[src/rtl/serv_seq_ctrl.sv]
// rtl/serv_seq_ctrl.sv - bit-serial sequencer: fetch handshake, INIT/WAIT/RUN phases, bit counter
// Optional feature macro: SERV_SEQ_MISALIGN_TRAP_EN (registered misaligned-access trap)
module serv_seq_ctrl #(
  parameter int W     = 1,
  parameter int N_EXT = 2
) (
  input  logic             i_clk,
  input  logic             i_rst_n,
  input  logic             i_ibus_ack,
  output logic             o_ibus_cyc,
  input  logic             i_rf_ready,
  output logic             o_rf_rreq,
  output logic             o_rf_wreq,
  input  logic             i_two_stage_op,
  input  logic             i_dbus_en,
  input  logic             i_mem_misalign,
  input  logic             i_dbus_ack,
  output logic             o_dbus_cyc,
  input  logic [N_EXT-1:0] i_ext_op,
  input  logic [N_EXT-1:0] i_ext_ready,
  output logic [N_EXT-1:0] o_ext_valid,
  output logic             o_init,
  output logic             o_cnt_en,
  output logic             o_cnt_done,
  output logic             o_ctrl_pc_en,
  output logic [4:0]       o_cnt,
  output logic             o_misalign_trap
);

  generate
    if (!(W == 1 || W == 2 || W == 4 || W == 8)) begin : g_bad_w
      $error("serv_seq_ctrl: W must be 1, 2, 4 or 8");
    end
    if (N_EXT < 1 || N_EXT > 4) begin : g_bad_n_ext
      $error("serv_seq_ctrl: N_EXT must be 1..4");
    end
  endgenerate

  localparam logic [4:0] STEP = 5'(W);
  localparam logic [4:0] LAST = 5'(32 - W);

  typedef enum logic [1:0] {IDLE, INIT, WAIT, RUN} state_t;

  state_t     state_q, state_d;
  logic [4:0] cnt_q, cnt_d;
  logic       ibus_cyc_q, ibus_cyc_d;
  logic       started_q, started_d;
  logic       init_done_q, init_done_d;

  logic cnt_en, cnt_done, in_wait, dbus_req, ext_hit, ext_pending, wait_done, trap;

`ifdef SERV_SEQ_MISALIGN_TRAP_EN
  logic trap_q, trap_d;
  assign trap     = trap_q;
  // A trapped access never reaches the data bus.
  assign dbus_req = i_dbus_en & ~i_mem_misalign & ~trap_q;
`else
  logic unused_misalign;
  assign unused_misalign = i_mem_misalign;
  assign trap            = 1'b0;
  assign dbus_req        = i_dbus_en;
`endif

  assign cnt_en      = (state_q == INIT) || (state_q == RUN);
  assign cnt_done    = cnt_en && (cnt_q == LAST);
  assign in_wait     = (state_q == WAIT);
  // Ready from a channel that was not selected is masked off here.
  assign ext_hit     = |(i_ext_op & i_ext_ready);
  assign ext_pending = |i_ext_op;
  assign wait_done   = in_wait & ((dbus_req & i_dbus_ack) | ext_hit | trap | (~dbus_req & ~ext_pending));

  assign o_ibus_cyc      = ibus_cyc_q;
  assign o_rf_rreq       = (started_q & i_ibus_ack) | (in_wait & trap);
  assign o_rf_wreq       = wait_done;
  assign o_dbus_cyc      = in_wait & dbus_req;
  assign o_ext_valid     = in_wait ? i_ext_op : '0;
  assign o_init          = (state_q == INIT);
  assign o_cnt_en        = cnt_en;
  assign o_cnt_done      = cnt_done;
  assign o_ctrl_pc_en    = cnt_en & ~o_init;
  assign o_cnt           = cnt_q;
  assign o_misalign_trap = trap;

  // Next-state logic for phase FSM, bit counter, fetch request and trap flag.
  always_comb begin
    state_d     = state_q;
    cnt_d       = cnt_en ? cnt_q + STEP : 5'd0;
    started_d   = 1'b1;
    init_done_d = init_done_q;
    ibus_cyc_d  = ibus_cyc_q;
`ifdef SERV_SEQ_MISALIGN_TRAP_EN
    trap_d      = trap_q;
`endif
    if (!started_q) begin
      ibus_cyc_d = 1'b1;
    end else if (i_ibus_ack) begin
      ibus_cyc_d = 1'b0;
    end
    case (state_q)
      IDLE: begin
        // A fetch ack in the same cycle takes priority; counting waits a cycle.
        if (i_rf_ready && !i_ibus_ack) begin
          state_d = (i_two_stage_op && !init_done_q) ? INIT : RUN;
        end
      end
      INIT: begin
        if (cnt_done) begin
          state_d     = WAIT;
          init_done_d = 1'b1;
`ifdef SERV_SEQ_MISALIGN_TRAP_EN
          trap_d      = i_dbus_en & i_mem_misalign;
`endif
        end
      end
      WAIT: begin
        if (wait_done) begin
          state_d = IDLE;
        end
      end
      RUN: begin
        if (cnt_done) begin
          state_d     = IDLE;
          init_done_d = 1'b0;
          ibus_cyc_d  = 1'b1;
`ifdef SERV_SEQ_MISALIGN_TRAP_EN
          trap_d      = 1'b0;
`endif
        end
      end
      default: state_d = IDLE;
    endcase
  end

  // Single state register; asynchronous reset aborts any phase immediately.
  always_ff @(posedge i_clk or negedge i_rst_n) begin
    if (!i_rst_n) begin
      state_q     <= IDLE;
      cnt_q       <= 5'd0;
      ibus_cyc_q  <= 1'b0;
      started_q   <= 1'b0;
      init_done_q <= 1'b0;
`ifdef SERV_SEQ_MISALIGN_TRAP_EN
      trap_q      <= 1'b0;
`endif
    end else begin
      state_q     <= state_d;
      cnt_q       <= cnt_d;
      ibus_cyc_q  <= ibus_cyc_d;
      started_q   <= started_d;
      init_done_q <= init_done_d;
`ifdef SERV_SEQ_MISALIGN_TRAP_EN
      trap_q      <= trap_d;
`endif
    end
  end

endmodule

[config.mk]
export PLATFORM = sky130hd
export DESIGN_NAME = serv_seq_ctrl
export DESIGN_NICKNAME = d
export VERILOG_FILES = /design/src/rtl/serv_seq_ctrl.sv
export SDC_FILE = /design/constraint.sdc
export NUM_CORES = 1
export LEC_CHECK = 0
export CELL_PAD_IN_SITES_DETAIL_PLACEMENT = 0
export CELL_PAD_IN_SITES_GLOBAL_PLACEMENT = 1
export CORE_ASPECT_RATIO = 0.8
export CORE_MARGIN = 3
export CORE_UTILIZATION = 28
export CTS_CLUSTER_DIAMETER = 60
export DETAILED_ROUTE_END_ITERATION = 10
export PLACE_DENSITY_LB_ADDON = 0.1
export SYNTH_ARGS = -nofsm -noshare
export SYNTH_HDL_FRONTEND = slang
export SYNTH_SLANG_ARGS = --single-unit
[constraint.sdc]
create_clock -name i_clk -period 3.15 [get_ports i_clk]
set_clock_uncertainty 0.1 [all_clocks]
set_input_delay 0.63 -clock i_clk [delete_from_list [all_inputs] [get_ports i_clk]]
set_output_delay 0.63 -clock i_clk [all_outputs]
set_load 0.005 [all_outputs]
== After elaboration in Yosys (flattened, before gate mapping) ==
Cells that the tools add are included.

* Equal/unequal tests: 8
* Add/sub/neg operators: 1
* Multiplexer cells: 15
* Bitwise gates (word level): 12
* Reduce and logical (&&, ||, !) cells: 12

{| class="wikitable"
|+ Operator list
! cell !! number
|-
| 2-to-1 mux 2 bit || 6
|-
| case mux 2 bit (4 select lines) || 1
|-
| bitwise AND 1 bit || 6
|-
| 2-to-1 mux 1 bit || 6
|-
| inequality test 2 bit (second input constant) || 3
|-
| adder 5 x 1 -> 5 bit (second input constant) || 1
|-
| == test 5 bit (second input constant) || 1
|-
| 2-to-1 mux 5 bit || 1
|-
| == test 2 bit (second input constant) || 2
|-
| AND reduction 4 bit || 1
|-
| OR reduction 2 bit || 2
|-
| logical AND 1 bit || 3
|-
| NOT 1 bit || 3
|-
| AND reduction 3 bit || 1
|-
| bitwise AND 2 bit || 1
|-
| == test 2 x 1 -> 1 bit (second input constant) || 1
|-
| zero test 1 bit || 2
|-
| zero test 2 bit || 1
|-
| inequality test 2 x 1 -> 1 bit (second input constant) || 1
|-
| bitwise OR 1 bit || 2
|-
| case mux 1 bit (2 select lines) || 1
|-
| nonzero test 2 bit || 1
|-
| logical OR 1 bit || 1
|}

* Register bits: 10
* Bits of input ports: 12
* Logic and storage cells: 53
* Output and inout bits: 16

== Logic depth before layout (Yosys ltp) ==
Gate-level depths: netlist (run 1).

* Depth after elaboration: 7
* Gate-level depth with buffers: 6
* Gate-level depth less buffers: 6

== Worst setup path before layout (run 1) ==
Ideal clock, no wire load.

* Path type: input-to-output
* Start point: input port i_ext_op[0]
* End point: output port o_rf_wreq
* Setup slack: 1.219 ns
* Data required time: 2.420 ns
* Arrival: 1.201 ns
* Stages on the path: 2
* Path buffers: 0
* Cells stage by stage: or3_1 > a21boi_0

* Word-level cells in the longest chain between the ends: 5
* Elaborated cells between the ends (all ways): 8
* Classes of those cells: bitwise (6); reduce/logical (2)

{| class="wikitable"
|+ Ends and longest elaborated chain
! what !! RTL line !! source
|-
| start: declaration || 19 || <nowiki>input logic [N_EXT-1:0] i_ext_op,</nowiki>
|-
| bitwise AND 2 bit / OR reduction 2 bit (equally long branches) || 68, 69 ||
|-
| OR reduction 2 bit / NOT 1 bit (equally long branches) || 68, 70 ||
|-
| bitwise OR 1 bit / bitwise AND 1 bit (equally long branches) || 70 || <nowiki>assign wait_done = in_wait & ((dbus_req & i_dbus_ack) | ext_hit | trap | (~dbus_req & ~ext_pending));</nowiki>
|-
| bitwise OR 1 bit * || 70 ||
|-
| bitwise AND 1 bit * || 70 ||
|-
| end: declaration || 13 || <nowiki>output logic o_rf_wreq,</nowiki>
|}

Every way passes the cells marked *; elsewhere a longest branch is shown, timed or not.

== Final worst setup path (run 1) ==
Same ends and word-level chain as after synthesis.

==> impl_metrics.tcl, run 1 <==
set metrics [dict create \
    status "complete, no violations" \
    globalRouteOverflowTotal 0 \
    cts_tree "built" \
    path_cells "clkdlybuf4s50_1 -> or3_1 -> a21boi_0 -> clkdlybuf4s50_1" \
    timing_hold_violations_final 0 \
    powerDensity_nw_per_um2 592 \
    synth_area_leaders "dfrtp_1 (49%), and2_1 (8.6%), ha_1 (4.9%), nand3_1 (3.9%), or4b_4 (2.7%)" \
    ys_seq_elements 10 \
    min_path_cells 1 \
    path_delay_family "buffers and inverters" \
    worst-r2r-cell-count 5 \
    routedWlPerCell_um 10.8 \
    fillers 165 \
    via_per_inst 4.41 \
    crit_path_end_kind "output pin" \
    syn_nets 64 \
    grt_max_degree 11 \
    yosysTopAreaCellShare 0.490 \
    synthMuxAreaShare 0.0196 \
    die_y_um 44.2 \
    first_global_vias 397 \
    htree_levels 1 \
    dp_cells 95 \
    worstPathMaxFanout 3 \
    drt_iter0_drc 5 \
    synth-compound-area-share 0.0711 \
    die_area_um2 2370 \
    start_util 0.305 \
    pin_count 28 \
    netlist_area_um2 510 \
    synth_cell_types 24 \
    synth_top_family_by_area "simple AND/OR/NAND/NOR gates" \
    maxCapViolations 0 \
    synth-xor-area-share 0.0343 \
    worstHoldStart "started_q$_DFF_PN0_" \
    cts_buffers 3 \
    yosysTopAreaCell "dfrtp_1" \
    coreArea_um2 1680 \
    slowest_stage "clkdlybuf4s50_1" \
    gp_congestion 0.709 \
    io_buffers 25 \
    synth.avg_cell_area_um2 10.2 \
    cts_setup_buffers 0 \
    final_nets 92 \
    clock_sinks 10 \
    area_growth_pct 55.6 \
    critPathBufInv 2 \
    ys_warn_count 0 \
    drt_wl_total_um 1060 \
    fin_crit_sh 0.919 \
    critical_path_arrival_ns 2.17 \
    reg2reg_to "state_q[1]$_DFFE_PN0P_" \
    min_to "o_ibus_cyc$_DFF_PN0_" \
    dp_hpwl_um 868 \
    period_minus_slack_ns 2.90 \
    finalSetupViolCount 0 \
    final_cells 98 \
    reg2reg_from "o_cnt[0]$_DFF_PN0_" \
    ir_drop_mv 0.269 \
    n_antenna_cell 0 \
    crit_top_cell "clkdlybuf4s50_1" \
    cts_resized 0 \
    ys_seq_area_frac 0.490 \
    grt_use_total 0.107 \
    final_common_cell "clkdlybuf4s50_1" \
    leakagePower_nw 0.350 \
    drc_errors 0 \
    ctsLongestPathBuffers 2 \
    clk_pin_slew_ns 0.05 \
    clkLatencyLatePin_ns 0.25 \
    holdBufCountCts 0 \
    hold_path_class "reg2reg" \
    synth-simple-area-share 0.267 \
    synthAdderAreaFrac 0.0490 \
    fmax_ghz 0.345 \
    num_vias 432 \
    crit_path_start_kind "input pin" \
    rsz0062_at_grt "no" \
    fp.dieW_um 53.7 \
    dp_slack_ns 0.266 \
    max_stage_delay_ns 0.53 \
    fin_setup_tns_ns 0 \
    synth-edff-count 0 \
    first_pass_iters 4 \
    grt_pass1_wl_um 1710 \
    ant_nets 0 \
    root_buffer "clkbuf_4" \
    most-common-layout-cells "clkdlybuf4s50_1 (25), dfrtp_1 (10), and2_1 (7), nand3_1 (4)" \
    drv_slew 0 \
    path_class "in2out" \
    worst_slack_ns 0.254 \
    crit_required_ns 2.42 \
    antenna_found_initial 0 \
    synth-async-reset-ratio 1.00 \
    synthFlopType "dfrtp_1" \
    final_layout_size_suffix_gt1_frac 0.0658 \
    r2r_slack_ns 1.61 \
    synthCells 50 \
    rows 13 \
]
## synthesized netlist by cell type (2+ instances only)
cell type / number
dfrtp_1: 10
inv_1: 3
o21ai_0: 2
nand2_1: 2
nand3_1: 4
nor2_1: 3
and2_1: 7
ha_1: 2
conb_1: 2
## per-layer routing
layer  vias to the layer above  global-route usage  share of wire
met5                         -                   0              0
met2                        22               0.118           0.37
met1                       192               0.146           0.48
li1                        216                   -              -
met3                         2              0.0808           0.13
met4                         0              0.0459          0.016
## cells by family after synthesis
| group | after synthesis |
|---|---|
| AO/OA/AOI/OAI | 5 |
| XOR/XNOR | 2 |
| adder cells (fa/ha/maj) | 2 |
| buffers and inverters | 5 |
| flip-flops | 10 |
| multiplexers | 1 |
| other | 2 |
| AND/OR/NAND/NOR | 23 |
## worst max path at each step
stage	endpoint	cells after the start	startpoint	slack, ns
after floorplan	o_rf_wreq	2	i_ext_op[0]	1.22
after global placement	o_rf_wreq	4	i_ext_op[0]	0.27
after detailed placement	o_rf_wreq	4	i_ext_op[0]	0.27
after CTS	o_rf_wreq	4	i_ext_op[0]	0.25
after global routing	o_rf_wreq	4	i_ext_op[0]	0.17
final	o_rf_wreq	4	i_ext_op[0]	0.25
## sequential cells by signal (all words and copies together), names as in the netlist
register and flops:
state_q 2, started_q 1, o_ibus_cyc 1, init_done_q 1, o_cnt 5
## metrics by stage
step	utilization	area [µm²]	total power [mW]	hold WS, ns
2_1_floorplan	-	510	0.278	0.234
3_3_place_gp	0.461	772	0.399	0.342
3_5_place_dp	0.461	772	0.398	0.338
4_1_cts	0.474	795	0.480	0.344
5_1_grt	0.474	795	0.520	0.371
6_report	0.474	795	0.470	0.339
## where the power goes
| group | switching, mW | total (mW) | leakage [nW] | internal (mW) |
|---|---|---|---|---|
| sequential | 0.0407 | 0.206 | 0.124 | 0.165 |
| clock | 0.0346 | 0.0782 | 0.0138 | 0.0436 |
| combinational | 0.0613 | 0.186 | 0.212 | 0.125 |
## layout make-up
cell class	instances	area [µm²]	share of cell area
clock buffer	3	22.5	0.0283
inverter	3	11.3	0.0142
multi-input combinational	35	233	0.293
sequential	10	250	0.315
tap	22	27.5	0.0346
timing repair buffer	25	250	0.315
(Power assumes the default switching activity.)
==> inputs of run 2 (changes only) <==
- CORE_ASPECT_RATIO: 0.8 -> 1.1
- CORE_MARGIN: 3 -> not set
- CORE_UTILIZATION: 28 -> 24
- clock period: 3.15 -> 2.4 ns (I/O delays scaled with it)
==> impl_metrics.tcl, run 2 (same netlist as run 1, synthesis figures left out) <==
set metrics [dict create \
    final_cells 110 \
    dp_cells 105 \
    clkLatencyLatePin_ns 0.25 \
    crit_required_ns 1.82 \
    cts_tree "built" \
    drc_errors 0 \
    powerDensity_nw_per_um2 759 \
    final_common_cell "clkdlybuf4s50_1" \
    io_buffers 25 \
    clk_pin_slew_ns 0.06 \
    status "complete, no violations" \
    fp.dieW_um 46.0 \
    cts_buffers 3 \
    whs_ns 0.344 \
    die_area_um2 2320 \
    timing_hold_violations_final 0 \
    largest_reg_flops 5 \
    ant_nets 0 \
    ctsLongestPathBuffers 2 \
    final_nets 98 \
    maxCapViolations 0 \
    fin_crit_sh 0.965 \
    p_int_mw 0.469 \
    finalSetupViolCount 0 \
    min_to "o_ibus_cyc$_DFF_PN0_" \
    worstHoldStart "started_q$_DFF_PN0_" \
    area_growth_pct 71.3 \
    critical_path_arrival_ns 1.74 \
    final_layout_size_suffix_gt1_frac 0.195 \
    rows 17 \
    most-common-layout-cells "clkdlybuf4s50_1 (24), dfrtp_1 (10), and2_1 (7), buf_4 (6), nand3_1 (4)" \
    leakagePower_nw 0.376 \
    drt_iter0_drc 8 \
    antenna_found_initial 0 \
    grt_pass1_wl_um 1890 \
    worst_slack_ns 0.0837 \
    reg2reg_to "state_q[1]$_DFFE_PN0P_" \
    worstPathMaxFanout 4 \
    worst-r2r-cell-count 4 \
    min_path_cells 1 \
    clockPowerShare 0.159 \
    dp_slack_ns -0.181 \
    path_class "reg2out" \
    fmax_ghz 0.432 \
    die_y_um 50.4 \
    period_minus_slack_ns 2.32 \
    crit_path_end_kind "output pin" \
    drt_wl_total_um 1120 \
    crit_path_start_kind "register" \
    first_global_vias 453 \
    gp_congestion 0.691 \
    num_vias 457 \
    root_buffer "clkbuf_4" \
    fillers 207 \
    swShare 0.294 \
    placed_area_um2 810 \
    r2r_slack_ns 0.96 \
    n_antenna_cell 0 \
    first_pass_iters 4 \
    globalRouteOverflowTotal 0 \
    via_per_inst 4.15 \
    reg2reg_from "state_q[0]$_DFFE_PN0P_" \
    routedWlPerCell_um 10.2 \
    clock_sinks 10 \
    grt_max_degree 11 \
    hold_path_class "reg2reg" \
    final_area_um2 875 \
    coreArea_um2 2000 \
    p_comb_frac 0.455 \
    start_util 0.255 \
    rsz0062_at_grt "yes" \
    dp_hpwl_um 883 \
    htree_levels 1 \
    pin_count 28 \
    ir_drop_mv 0.414 \
    p_sw_mw 0.195 \
    grt_use_total 0.108 \
    drv_slew 0 \
    power_frac_seq 0.386 \
    holdBufCountCts 0 \
]
-- run 2: cell type report --
cell class / instances / area (µm²) / share of cell area
Inverter: 3 / 11.3 / 0.0129
Timing Repair Buffer: 31 / 295 / 0.338
Multi-Input combinational cell: 35 / 260 / 0.298
Sequential cell: 10 / 250 / 0.286
Tap cell: 28 / 35.0 / 0.0401
Clock buffer: 3 / 22.5 / 0.0258
-- run 2: worst max-delay path by stage --
stage,slack (ns),to,startpoint,depth (start not counted)
floorplan,0.67,o_cnt_done,o_cnt[0]$_DFF_PN0_,5
global placement,-0.19,o_rf_wreq,i_dbus_en,4
detailed placement,-0.18,o_rf_wreq,i_dbus_en,4
CTS,0.03,o_cnt_done,o_cnt[0]$_DFF_PN0_,6
global route,-0.02,o_cnt_done,o_cnt[1]$_DFF_PN0_,6
finish,0.08,o_cnt_done,o_cnt[1]$_DFF_PN0_,6
-- run 2: power by group through the flow --
stage	registers (mW)	logic (mW)	clock network [mW]
floorplan	0.264	0.101	0
global placement	0.264	0.266	0
detailed placement	0.263	0.267	0
CTS	0.255	0.303	0.113
global route	0.263	0.330	0.121
finish	0.256	0.302	0.105
-- run 2: layer usage --
layer	global-route usage	up-vias	wire length (µm)
met5	0	-	0
met4	0.0441	0	7
met3	0.0144	2	67
met2	0.176	14	526
met1	0.141	215	520
li1	-	226	-
-- run 2: what timing repair did --
action,in CTS,in global routing
resized for setup,6,3
setup buffers,2,0
pin swaps,1,2
hold endpoints to repair,0,0
endpoints found under the setup margin,2,2
-- run 2: stage by stage --
stage | power (mW) | setup TNS, ns | utilization
floorplan | 0.365 | 0 | -
global placement | 0.530 | -0.189 | 0.405
detailed placement | 0.530 | -0.181 | 0.405
CTS | 0.671 | 0 | 0.434
global route | 0.714 | -0.0170 | 0.437
finish | 0.664 | 0 | 0.437
-- run 2: worst max-delay path, stage by stage, from the launching register on --
cell and delay, ns:
dfrtp_1 0.36, ha_2 0.19, and3_4 0.19, ha_4 0.15
nand2_2 0.06, inv_1 0.05, clkdlybuf4s50_1 0.48
